--- config.mk ---
export PLATFORM = sky130hd
export DESIGN_NAME = instr_feeder_flat
export DESIGN_NICKNAME = d
export VERILOG_FILES = /design/src/rtl/instr_feeder_pkg.sv /design/src/rtl/instr_feeder_if.sv /design/src/rtl/instr_feeder_prog_mem.sv /design/src/rtl/instr_feeder.sv /design/src/flat_wrapper.sv
export SDC_FILE = /design/constraint.sdc
export NUM_CORES = 1
export LEC_CHECK = 0
export CAP_MARGIN = 20
export CORE_UTILIZATION = 55
export CTS_CLUSTER_DIAMETER = 100
export DETAILED_ROUTE_END_ITERATION = 10
export PLACE_DENSITY = 0.72
export REMOVE_ABC_BUFFERS = 1
export SYNTH_ARGS = -nofsm -noshare
export SYNTH_HDL_FRONTEND = slang
export SYNTH_SLANG_ARGS = --single-unit
--- constraint.sdc ---
create_clock -name Clock -period 7.35 [get_ports Clock]
set_input_delay 1.47 -clock Clock [delete_from_list [all_inputs] [get_ports Clock]]
set_output_delay 1.47 -clock Clock [all_outputs]
set_load 0.05 [all_outputs]
--- src/rtl/instr_feeder_pkg.sv ---
// Shared constants, FSM encoding and opcode helper for the instruction feeder.
package instr_feeder_pkg;

  typedef enum logic [1:0] {
    ST_IDLE  = 2'd0,
    ST_FETCH = 2'd1,
    ST_EXEC  = 2'd2,
    ST_HALT  = 2'd3
  } state_e;

  localparam logic [2:0] MVI            = 3'b001;
  localparam int         HALT_BIT       = 15;
  localparam int         MEM_DEPTH      = 32;
  localparam int         ADDR_W         = $clog2(MEM_DEPTH);
  localparam int         DATA_W         = 16;
  localparam int         TIMEOUT_CYCLES = 15;

  function automatic logic is_mvi(input logic [2:0] opcode);
    return opcode == MVI;
  endfunction

endpackage

--- src/rtl/instr_feeder_if.sv ---
// Processor-side and loader-side signals of the feeder; TimeoutErr exists only with DONE_TIMEOUT_EN.
interface instr_feeder_if;
  import instr_feeder_pkg::*;

  logic              Start;
  logic              Done;
  logic              LoadWe;
  logic [ADDR_W-1:0] LoadAddr;
  logic [DATA_W-1:0] LoadData;
  logic [DATA_W-1:0] DIN;
  logic              Run;
  logic [ADDR_W-1:0] PC;
  logic              Busy;
  logic              Halted;
  logic [15:0]       InstrCount;
`ifdef DONE_TIMEOUT_EN
  logic              TimeoutErr;

  modport master (
    input  Start, Done, LoadWe, LoadAddr, LoadData,
    output DIN, Run, PC, Busy, Halted, InstrCount, TimeoutErr
  );
  modport slave (
    output Start, Done, LoadWe, LoadAddr, LoadData,
    input  DIN, Run, PC, Busy, Halted, InstrCount, TimeoutErr
  );
`else
  modport master (
    input  Start, Done, LoadWe, LoadAddr, LoadData,
    output DIN, Run, PC, Busy, Halted, InstrCount
  );
  modport slave (
    output Start, Done, LoadWe, LoadAddr, LoadData,
    input  DIN, Run, PC, Busy, Halted, InstrCount
  );
`endif

endinterface

--- src/rtl/instr_feeder_prog_mem.sv ---
// 32x16 program store: synchronous write, two combinational read ports (word and its successor).
module prog_mem
  import instr_feeder_pkg::*;
(
  input  logic              Clock,
  input  logic              we_i,
  input  logic [ADDR_W-1:0] waddr_i,
  input  logic [DATA_W-1:0] wdata_i,
  input  logic [ADDR_W-1:0] raddr_a_i,
  output logic [DATA_W-1:0] rdata_a_o,
  input  logic [ADDR_W-1:0] raddr_b_i,
  output logic [DATA_W-1:0] rdata_b_o
);

  logic [DATA_W-1:0] mem_q [MEM_DEPTH];

  // No reset: program contents must survive Resetn.
  always_ff @(posedge Clock) begin
    if (we_i) mem_q[waddr_i] <= wdata_i;
  end

  assign rdata_a_o = mem_q[raddr_a_i];
  assign rdata_b_o = mem_q[raddr_b_i];

endmodule

--- src/rtl/instr_feeder.sv ---
// Feeds program-memory words to a processor one instruction at a time (IDLE/FETCH/EXEC/HALT).
// Optional Done watchdog with sticky TimeoutErr is enabled by defining DONE_TIMEOUT_EN.
module instr_feeder
  import instr_feeder_pkg::*;
(
  input  logic           Clock,
  input  logic           Resetn,
  instr_feeder_if.master bus
);

  state_e            state_q;
  logic [ADDR_W-1:0] pc_q;
  logic [15:0]       count_q;
  logic [DATA_W-1:0] word_cur;
  logic [DATA_W-1:0] word_nxt;
  logic              cur_mvi;
  logic              mem_we;
`ifdef DONE_TIMEOUT_EN
  logic [3:0]        tmo_q;
  logic              err_q;
`endif

  assign mem_we  = bus.LoadWe && (state_q == ST_IDLE || state_q == ST_HALT);
  assign cur_mvi = is_mvi(word_cur[8:6]);

  prog_mem u_prog_mem (
    .Clock     (Clock),
    .we_i      (mem_we),
    .waddr_i   (bus.LoadAddr),
    .wdata_i   (bus.LoadData),
    .raddr_a_i (pc_q),
    .rdata_a_o (word_cur),
    .raddr_b_i (pc_q + ADDR_W'(1)),
    .rdata_b_o (word_nxt)
  );

  always_comb begin
    bus.DIN = '0;
    bus.Run = 1'b0;
    case (state_q)
      ST_FETCH: begin
        bus.DIN = word_cur;
        bus.Run = !word_cur[HALT_BIT];
      end
      ST_EXEC:  bus.DIN = cur_mvi ? word_nxt : word_cur;
      default:  ;
    endcase
  end

  assign bus.PC         = pc_q;
  assign bus.InstrCount = count_q;
  assign bus.Busy       = (state_q == ST_FETCH) || (state_q == ST_EXEC);
  assign bus.Halted     = (state_q == ST_HALT);
`ifdef DONE_TIMEOUT_EN
  assign bus.TimeoutErr = err_q;
`endif

  always_ff @(posedge Clock or negedge Resetn) begin
    if (!Resetn) begin
      state_q <= ST_IDLE;
      pc_q    <= '0;
      count_q <= '0;
`ifdef DONE_TIMEOUT_EN
      tmo_q   <= '0;
      err_q   <= 1'b0;
`endif
    end else begin
      case (state_q)
        ST_IDLE, ST_HALT: begin
          if (bus.Start) begin
            state_q <= ST_FETCH;
            pc_q    <= '0;
            count_q <= '0;
`ifdef DONE_TIMEOUT_EN
            err_q   <= 1'b0;
`endif
          end
        end
        ST_FETCH: begin
          state_q <= word_cur[HALT_BIT] ? ST_HALT : ST_EXEC;
`ifdef DONE_TIMEOUT_EN
          tmo_q   <= '0;
`endif
        end
        ST_EXEC: begin
          if (bus.Done) begin
            state_q <= ST_FETCH;
            pc_q    <= pc_q + (cur_mvi ? ADDR_W'(2) : ADDR_W'(1));
            if (count_q != 16'hFFFF) count_q <= count_q + 16'd1;
          end
`ifdef DONE_TIMEOUT_EN
          // Last EXEC cycle is the 14th after Run, so Halted shows on the 15th.
          else if (tmo_q == 4'(TIMEOUT_CYCLES - 2)) begin
            state_q <= ST_HALT;
            err_q   <= 1'b1;
          end else begin
            tmo_q   <= tmo_q + 4'd1;
          end
`endif
        end
        default: state_q <= ST_IDLE;
      endcase
    end
  end

endmodule
--- src/flat_wrapper.sv ---
// flat-port wrapper written by rule: the top's interface ports become plain ports
module instr_feeder_flat import instr_feeder_pkg::*;
  (Clock, Resetn, bus_Start, bus_Done, bus_LoadWe, bus_LoadAddr, bus_LoadData, bus_DIN, bus_Run, bus_PC, bus_Busy, bus_Halted, bus_InstrCount);
  instr_feeder_if bus_i ();
  input  logic Clock;
  input  logic Resetn;
  input wire logic [$bits(bus_i.Start)-1:0] bus_Start;
  input wire logic [$bits(bus_i.Done)-1:0] bus_Done;
  input wire logic [$bits(bus_i.LoadWe)-1:0] bus_LoadWe;
  input wire logic [$bits(bus_i.LoadAddr)-1:0] bus_LoadAddr;
  input wire logic [$bits(bus_i.LoadData)-1:0] bus_LoadData;
  output wire logic [$bits(bus_i.DIN)-1:0] bus_DIN;
  output wire logic [$bits(bus_i.Run)-1:0] bus_Run;
  output wire logic [$bits(bus_i.PC)-1:0] bus_PC;
  output wire logic [$bits(bus_i.Busy)-1:0] bus_Busy;
  output wire logic [$bits(bus_i.Halted)-1:0] bus_Halted;
  output wire logic [$bits(bus_i.InstrCount)-1:0] bus_InstrCount;
  assign bus_i.Start = bus_Start;
  assign bus_i.Done = bus_Done;
  assign bus_i.LoadWe = bus_LoadWe;
  assign bus_i.LoadAddr = bus_LoadAddr;
  assign bus_i.LoadData = bus_LoadData;
  assign bus_DIN = bus_i.DIN;
  assign bus_Run = bus_i.Run;
  assign bus_PC = bus_i.PC;
  assign bus_Busy = bus_i.Busy;
  assign bus_Halted = bus_i.Halted;
  assign bus_InstrCount = bus_i.InstrCount;
  instr_feeder u_core (.Clock(Clock), .Resetn(Resetn), .bus(bus_i));
endmodule
* Word-level counts from Yosys, hierarchy flattened
Memory sizes are Yosys's and may differ from the RTL's.
Index checks and enable logic that the tools add are counted.
** Word-level totals
- Register bits :: 23
- Memory bits (writable) :: 512
- Output and inout bits :: 40
- Word-level logic and storage cells :: 42
- Memories :: 1
** Operators by class
- Add/sub/neg operators :: 3
- Equality and inequality tests :: 8
- Mux-type cells :: 17
- Reductions and logical operators :: 10
** Memories
- u_core.u_prog_mem.mem_q :: words 32, bits a word 16, rd ports 2, clocked after memory_dff 0, write ports 1, line instr_feeder_prog_mem.sv:15 : logic [DATA_W-1:0] mem_q [MEM_DEPTH];
** Operator list (number)
- 16-bit two-way mux :: 4
- 16-bit one-hot mux with 2 select lines :: 2
- 16-bit by 1-bit adder with 16-bit output, second input constant :: 1
- 16-bit inequality test, second input constant :: 1
- 5-bit two-way mux :: 2
- 5-bit one-hot mux with 2 select lines :: 1
- 2-bit two-way mux :: 3
- 2-bit inequality test, second input constant :: 3
- 2-bit one-hot mux with 3 select lines :: 1
- 5-bit by 1-bit adder with 5-bit output, second input constant :: 1
- 5-bit adder :: 1
- 2-bit equality test, second input constant :: 2
- 1-bit two-way mux :: 4
- 4-bit AND reduction :: 1
- 3-bit by 1-bit equality test with 1-bit output, second input constant :: 1
- 3-bit AND reduction :: 1
- 2-bit by 1-bit equality test with 1-bit output, second input constant :: 1
- 2-bit zero test :: 1
- 1-bit logical OR :: 2
- 2-bit AND reduction :: 1
- 2-bit nonzero test :: 1
- 2-bit OR reduction :: 1
- 1-bit logical AND :: 1
- 1-bit zero test :: 1

* Depth between registers and ports, before layout
An unclocked memory read counts as a cell.
- Word-level depth :: 6
- Depth in mapped cells :: 15
- Depth with buffers taken out :: 11

* Modules after synthesis
From an unflattened synthesis, not the netlist that was laid out.
** Second synthesis, totals
- Cell total of the unflattened synthesis :: 1904
- Area, all modules :: 26576.7 um2
** Modules (own cells, without submodules)
- prog_mem :: times used 1, cells an instance 1696, area each 24796.3 um2, sequential area each 15374.7 um2
- instr_feeder :: times used 1, cells an instance 208, area each 1780.5 um2, sequential area each 575.6 um2

* Least setup slack after synthesis
Ideal clock, no wire load.
- Path type :: reg2out
- Start :: reg u_core.pc_q[1], in the netlist u_core.bus.PC[1]
- End :: out bus_DIN[6]
- Data arrival time :: 3.668 ns
- Required time :: 5.880 ns
- Setup slack :: 2.212 ns
- Stages on the path, launching flop included :: 10
- Path buffers :: 1
- Cell sequence :: dfrtp_1 buf_6 mux4_2 nand2_1 nor2_1 o41ai_2 nor3_1 inv_1 a2111oi_0 nor4_1
** On the way
- Cells in the longest elaborated chain, start to end :: 4
- Elaborated cells between the ends (all ways) :: 5
** RTL lines
- from (decl) :: line instr_feeder.sv:12 : logic [ADDR_W-1:0] pc_q;
- from (signal assigned) :: line instr_feeder.sv:88 : pc_q <= pc_q + (cur_mvi ? ADDR_W'(2) : ADDR_W'(1));
- 5-bit by 1-bit adder with 5-bit output / memory 32 x 16 bit (equally long branches)
- memory 32 x 16 bit (*)
- 16-bit two-way mux :: line instr_feeder.sv:45 : ST_EXEC: bus.DIN = cur_mvi ? word_nxt : word_cur;
- 16-bit one-hot mux with 2 select lines (*) :: line instr_feeder.sv:40 : case (state_q)
- to (decl) :: line flat_wrapper.sv:12 : output wire logic [$bits(bus_i.DIN)-1:0] bus_DIN;
Every way passes the cells marked *; elsewhere a longest branch is shown, timed or not.

* Final worst setup path
Ends and elaborated chain as after synthesis.

==> results.md <==
* Worst slew pin tran at 1120 ps
* CTS sink cnt at 535
* P_leak at 8.77 nW
* Part of the cycle the worst path needs at 89.3%
* CP cell instances: buf_4 -> mux4_2 -> o32ai_1 -> nor2_1 -> o41ai_2 -> nor3_2 -> inv_1 -> a2111oi_0 -> nor4_1 -> clkdlybuf4s50_1
* Avg Vias per Cell at 7.13
* Post-synth top cells: edfxtp_1 (512), mux4_2 (261), nand2_1 (88)
* Die area at 0.0472 mm²
* Die width at 217 µm
* Dpl hpwl at 41400 µm
* Reg area at 0.0160 mm²
* Fmax at 152 MHz
* Ys flop type: edfxtp_1
* Grt met1 use at 41.6%
* RSZ-0062 raised after global routing: no
* Worst-Skew Late Latency at 610 ps
* Ports at 66
* CTS tree: built
* # hold bufs at CTS at 0
* DR iter-0 viols at 2111
* PostCTS Resize Cnt at 0
* Average cell area after synthesis at 18.6 µm²
* YS warnings at 0
* CTS buffer count at 54
* Gpl congestion at 0.850
* Layout Cells excl Fill at 2090
* Antenna fix cells at 0
* Clock Pin Slew Worst Setup and Hold Paths at 60 ps
* Routed WL at 68500 µm
* Synth top area cells: edfxtp_1 (60%), mux4_2 (23%), dfrtp_1 (2.3%)
* Fillers at 3092
* Total global routing track utilization at 29.9%
* Core Footprint at 0.0456 mm²
* Final Cell Area at 0.0287 mm²
* Critical path's slowest cell: clkdlybuf4s50_1
* DRC at 0
* Starting Density at 55.9%
* Gr busiest metal: met2
* Die Y at 217 µm
* Clock Skews at 18.0 ps
* Worst setup startpoint: u_core.bus.PC[1]$_DFFE_PN0P_
* Hold Startpoint: u_core.bus.InstrCount[0]$_DFFE_PN0P_
* First-pass GRT wire length at 100000 µm
* Pre-CTS setup slack at 1450 ps
* Via count at 14899
* Crit path capture type: output port
* Crit path max fanout at 41
* Routed len/inst at 32.8 µm
* Placed Instances at 1986
* Yosys reg bits at 535
* Worst r2r src: u_core.bus.PC[1]$_DFFE_PN0P_
* GRT met2 Usage at 46.2%
* HP Class: flop to flop
* Register area share after synthesis at 62.6%
* Final-report max-slew violation count at 0
* Multi-input gate area at 0.00915 mm²
* Setup CP Type: flop to output port
* Clock buffer depth at 3
* Std cell rows at 78
* Setup ws final at 785 ps
* Top-count cell post-synth: edfxtp_1
* Hold Vio Cnt, Final at 0
* Yosys top cell by area: edfxtp_1
* Outcome: finished clean
* Final min period at 6560 ps
* IO buf count at 65
* H-tree Lvls at 2
* Total power at 9.16 mW
* Setup violators final at 0
* Layout cells sized above 1 at 30.8%
* Initial antenna violation count at 0
* Number of synthesized flops with an enable pin at 512
* Pin count of the biggest net entering global routing at 98
* Startpoint Class: flop
* PD cells at 319 mW/mm²
* Total global routing overflow at 0
* Post-Syn Area at 0.0255 mm²
* Critical Path AT at 5090 ps
* DR pass1 iterations at 6
* Area Growth Syn to Fin at 12.7%
* Nets at 1480
* Slew HR at 24.9%
* Async set or reset register ratio after synthesis at 4.30%
* Antenna-violating nets left at 0
* Util after Layout at 63.0%
* Post-DP Area at 0.0269 mm²
* Required @ worst endpoint at 5880 ps
* Grt met3 use at 6.69%
* Peak supply drop at 0.212 mV
* Root Driver: clkbuf_16
* Post-synth top area share at 60.4%
* Synth unique cells at 61
* Syn Inst Count at 1369
* Post CTS Setup Buffer Count at 0
* Vias in the first global route at 14830
* Max incr delay on CP at 900 ps
* Max Cap Viol at 0
==> final cells by class <==
| cell class | count | share of cell area, % |
|---|---|---|
| Timing Repair Buffer | 117 | 3.97 |
| Sequential cell | 535 | 55.6 |
| Clock inverter | 28 | 0.697 |
| Tap cell | 600 | 2.62 |
| Multi-Input combinational cell | 731 | 31.9 |
| Inverter | 8 | 0.105 |
| Clock buffer | 71 | 5.15 |
==> cell families (layout without fill, tap and decap cells) <==
group | Yosys count | count (layout) | share of synthesized area, %
fa+ha+maj | 7 | 7 | 0.344
mux | 323 | 323 | 25.8
simple gates | 252 | 252 | 4.65
compound gates | 129 | 129 | 3.55
buf+inv | 103 | 224 | 2.26
flops | 535 | 535 | 62.6
xor+xnor | 20 | 20 | 0.761
==> report_power, final <==
part | total [mW] | internal, mW | switching, mW | leakage (nW)
combinational | 2.98 | 1.26 | 1.72 | 3.04
sequential | 3.53 | 3.40 | 0.128 | 4.91
clock | 2.66 | 1.51 | 1.15 | 0.823
==> flip-flops by register name, indices dropped and copies added (netlist names) <==
signal and flops:
u_core.bus.PC 5, u_core.state_q 2, u_core.bus.InstrCount 16, u_core.u_prog_mem.mem_q 512
==> worst max-delay path: cells and delay by family (launching register included) <==
kind	cells	cell delay, ps
DFF	1	860
muxes	1	390
AOI/OAI and AO/OA	3	560
and+or+nand+nor	3	620
buffers and inverters	3	1970
==> per-layer routing <==
metal / up-vias / part of all wire [%]
met5: - / 0
met4: 0 / 4.1
met3: 172 / 11
met2: 949 / 48
met1: 7790 / 38
li1: 5988 / -
==> stage by stage <==
| step | hold WS [ps] | setup TNS (ps) |
|---|---|---|
| global route | 567 | 0 |
| global placement | 524 | 0 |
| detailed placement | 528 | 0 |
| finish | 538 | 0 |
| floorplan | 505 | -163840 |
| CTS | 537 | 0 |
==> path summary, 6_finish.rpt <==
| kind | end | slack, ps | cells past startpoint |
|---|---|---|---|
| min reg2reg | u_core.bus.InstrCount[0]$_DFFE_PN0P_ | 540 | 1 |
| max | bus_DIN[6] | 790 | 10 |
| min | u_core.bus.InstrCount[0]$_DFFE_PN0P_ | 540 | 1 |
| max reg2reg | u_core.bus.PC[3]$_DFFE_PN0P_ | 2910 | 12 |
| max in group asynchronous | u_core.bus.PC[0]$_DFFE_PN0P_ | 5820 | 2 |
| min in group asynchronous | u_core.bus.InstrCount[9]$_DFFE_PN0P_ | 1110 | 1 |
==> cells in the final DEF, fill, tap and decap left out, drive strengths merged, types with 9 or more instances in the layout <==
master,instances
edfxtp,512
mux4,264
nand2,88
nor2,73
clkbuf,72
clkdlybuf4s50,65
buf,51
mux2i,34
mux2,25
o22ai,25
clkinv,24
dfrtp,23
a21oi,18
a31oi,17
nand3,14
o21ai,14
xor2,13
a22oi,12
nand4,12
a32oi,10
nor3,10
or3,9
and3,9
Power figures use the tool's default switching activity.
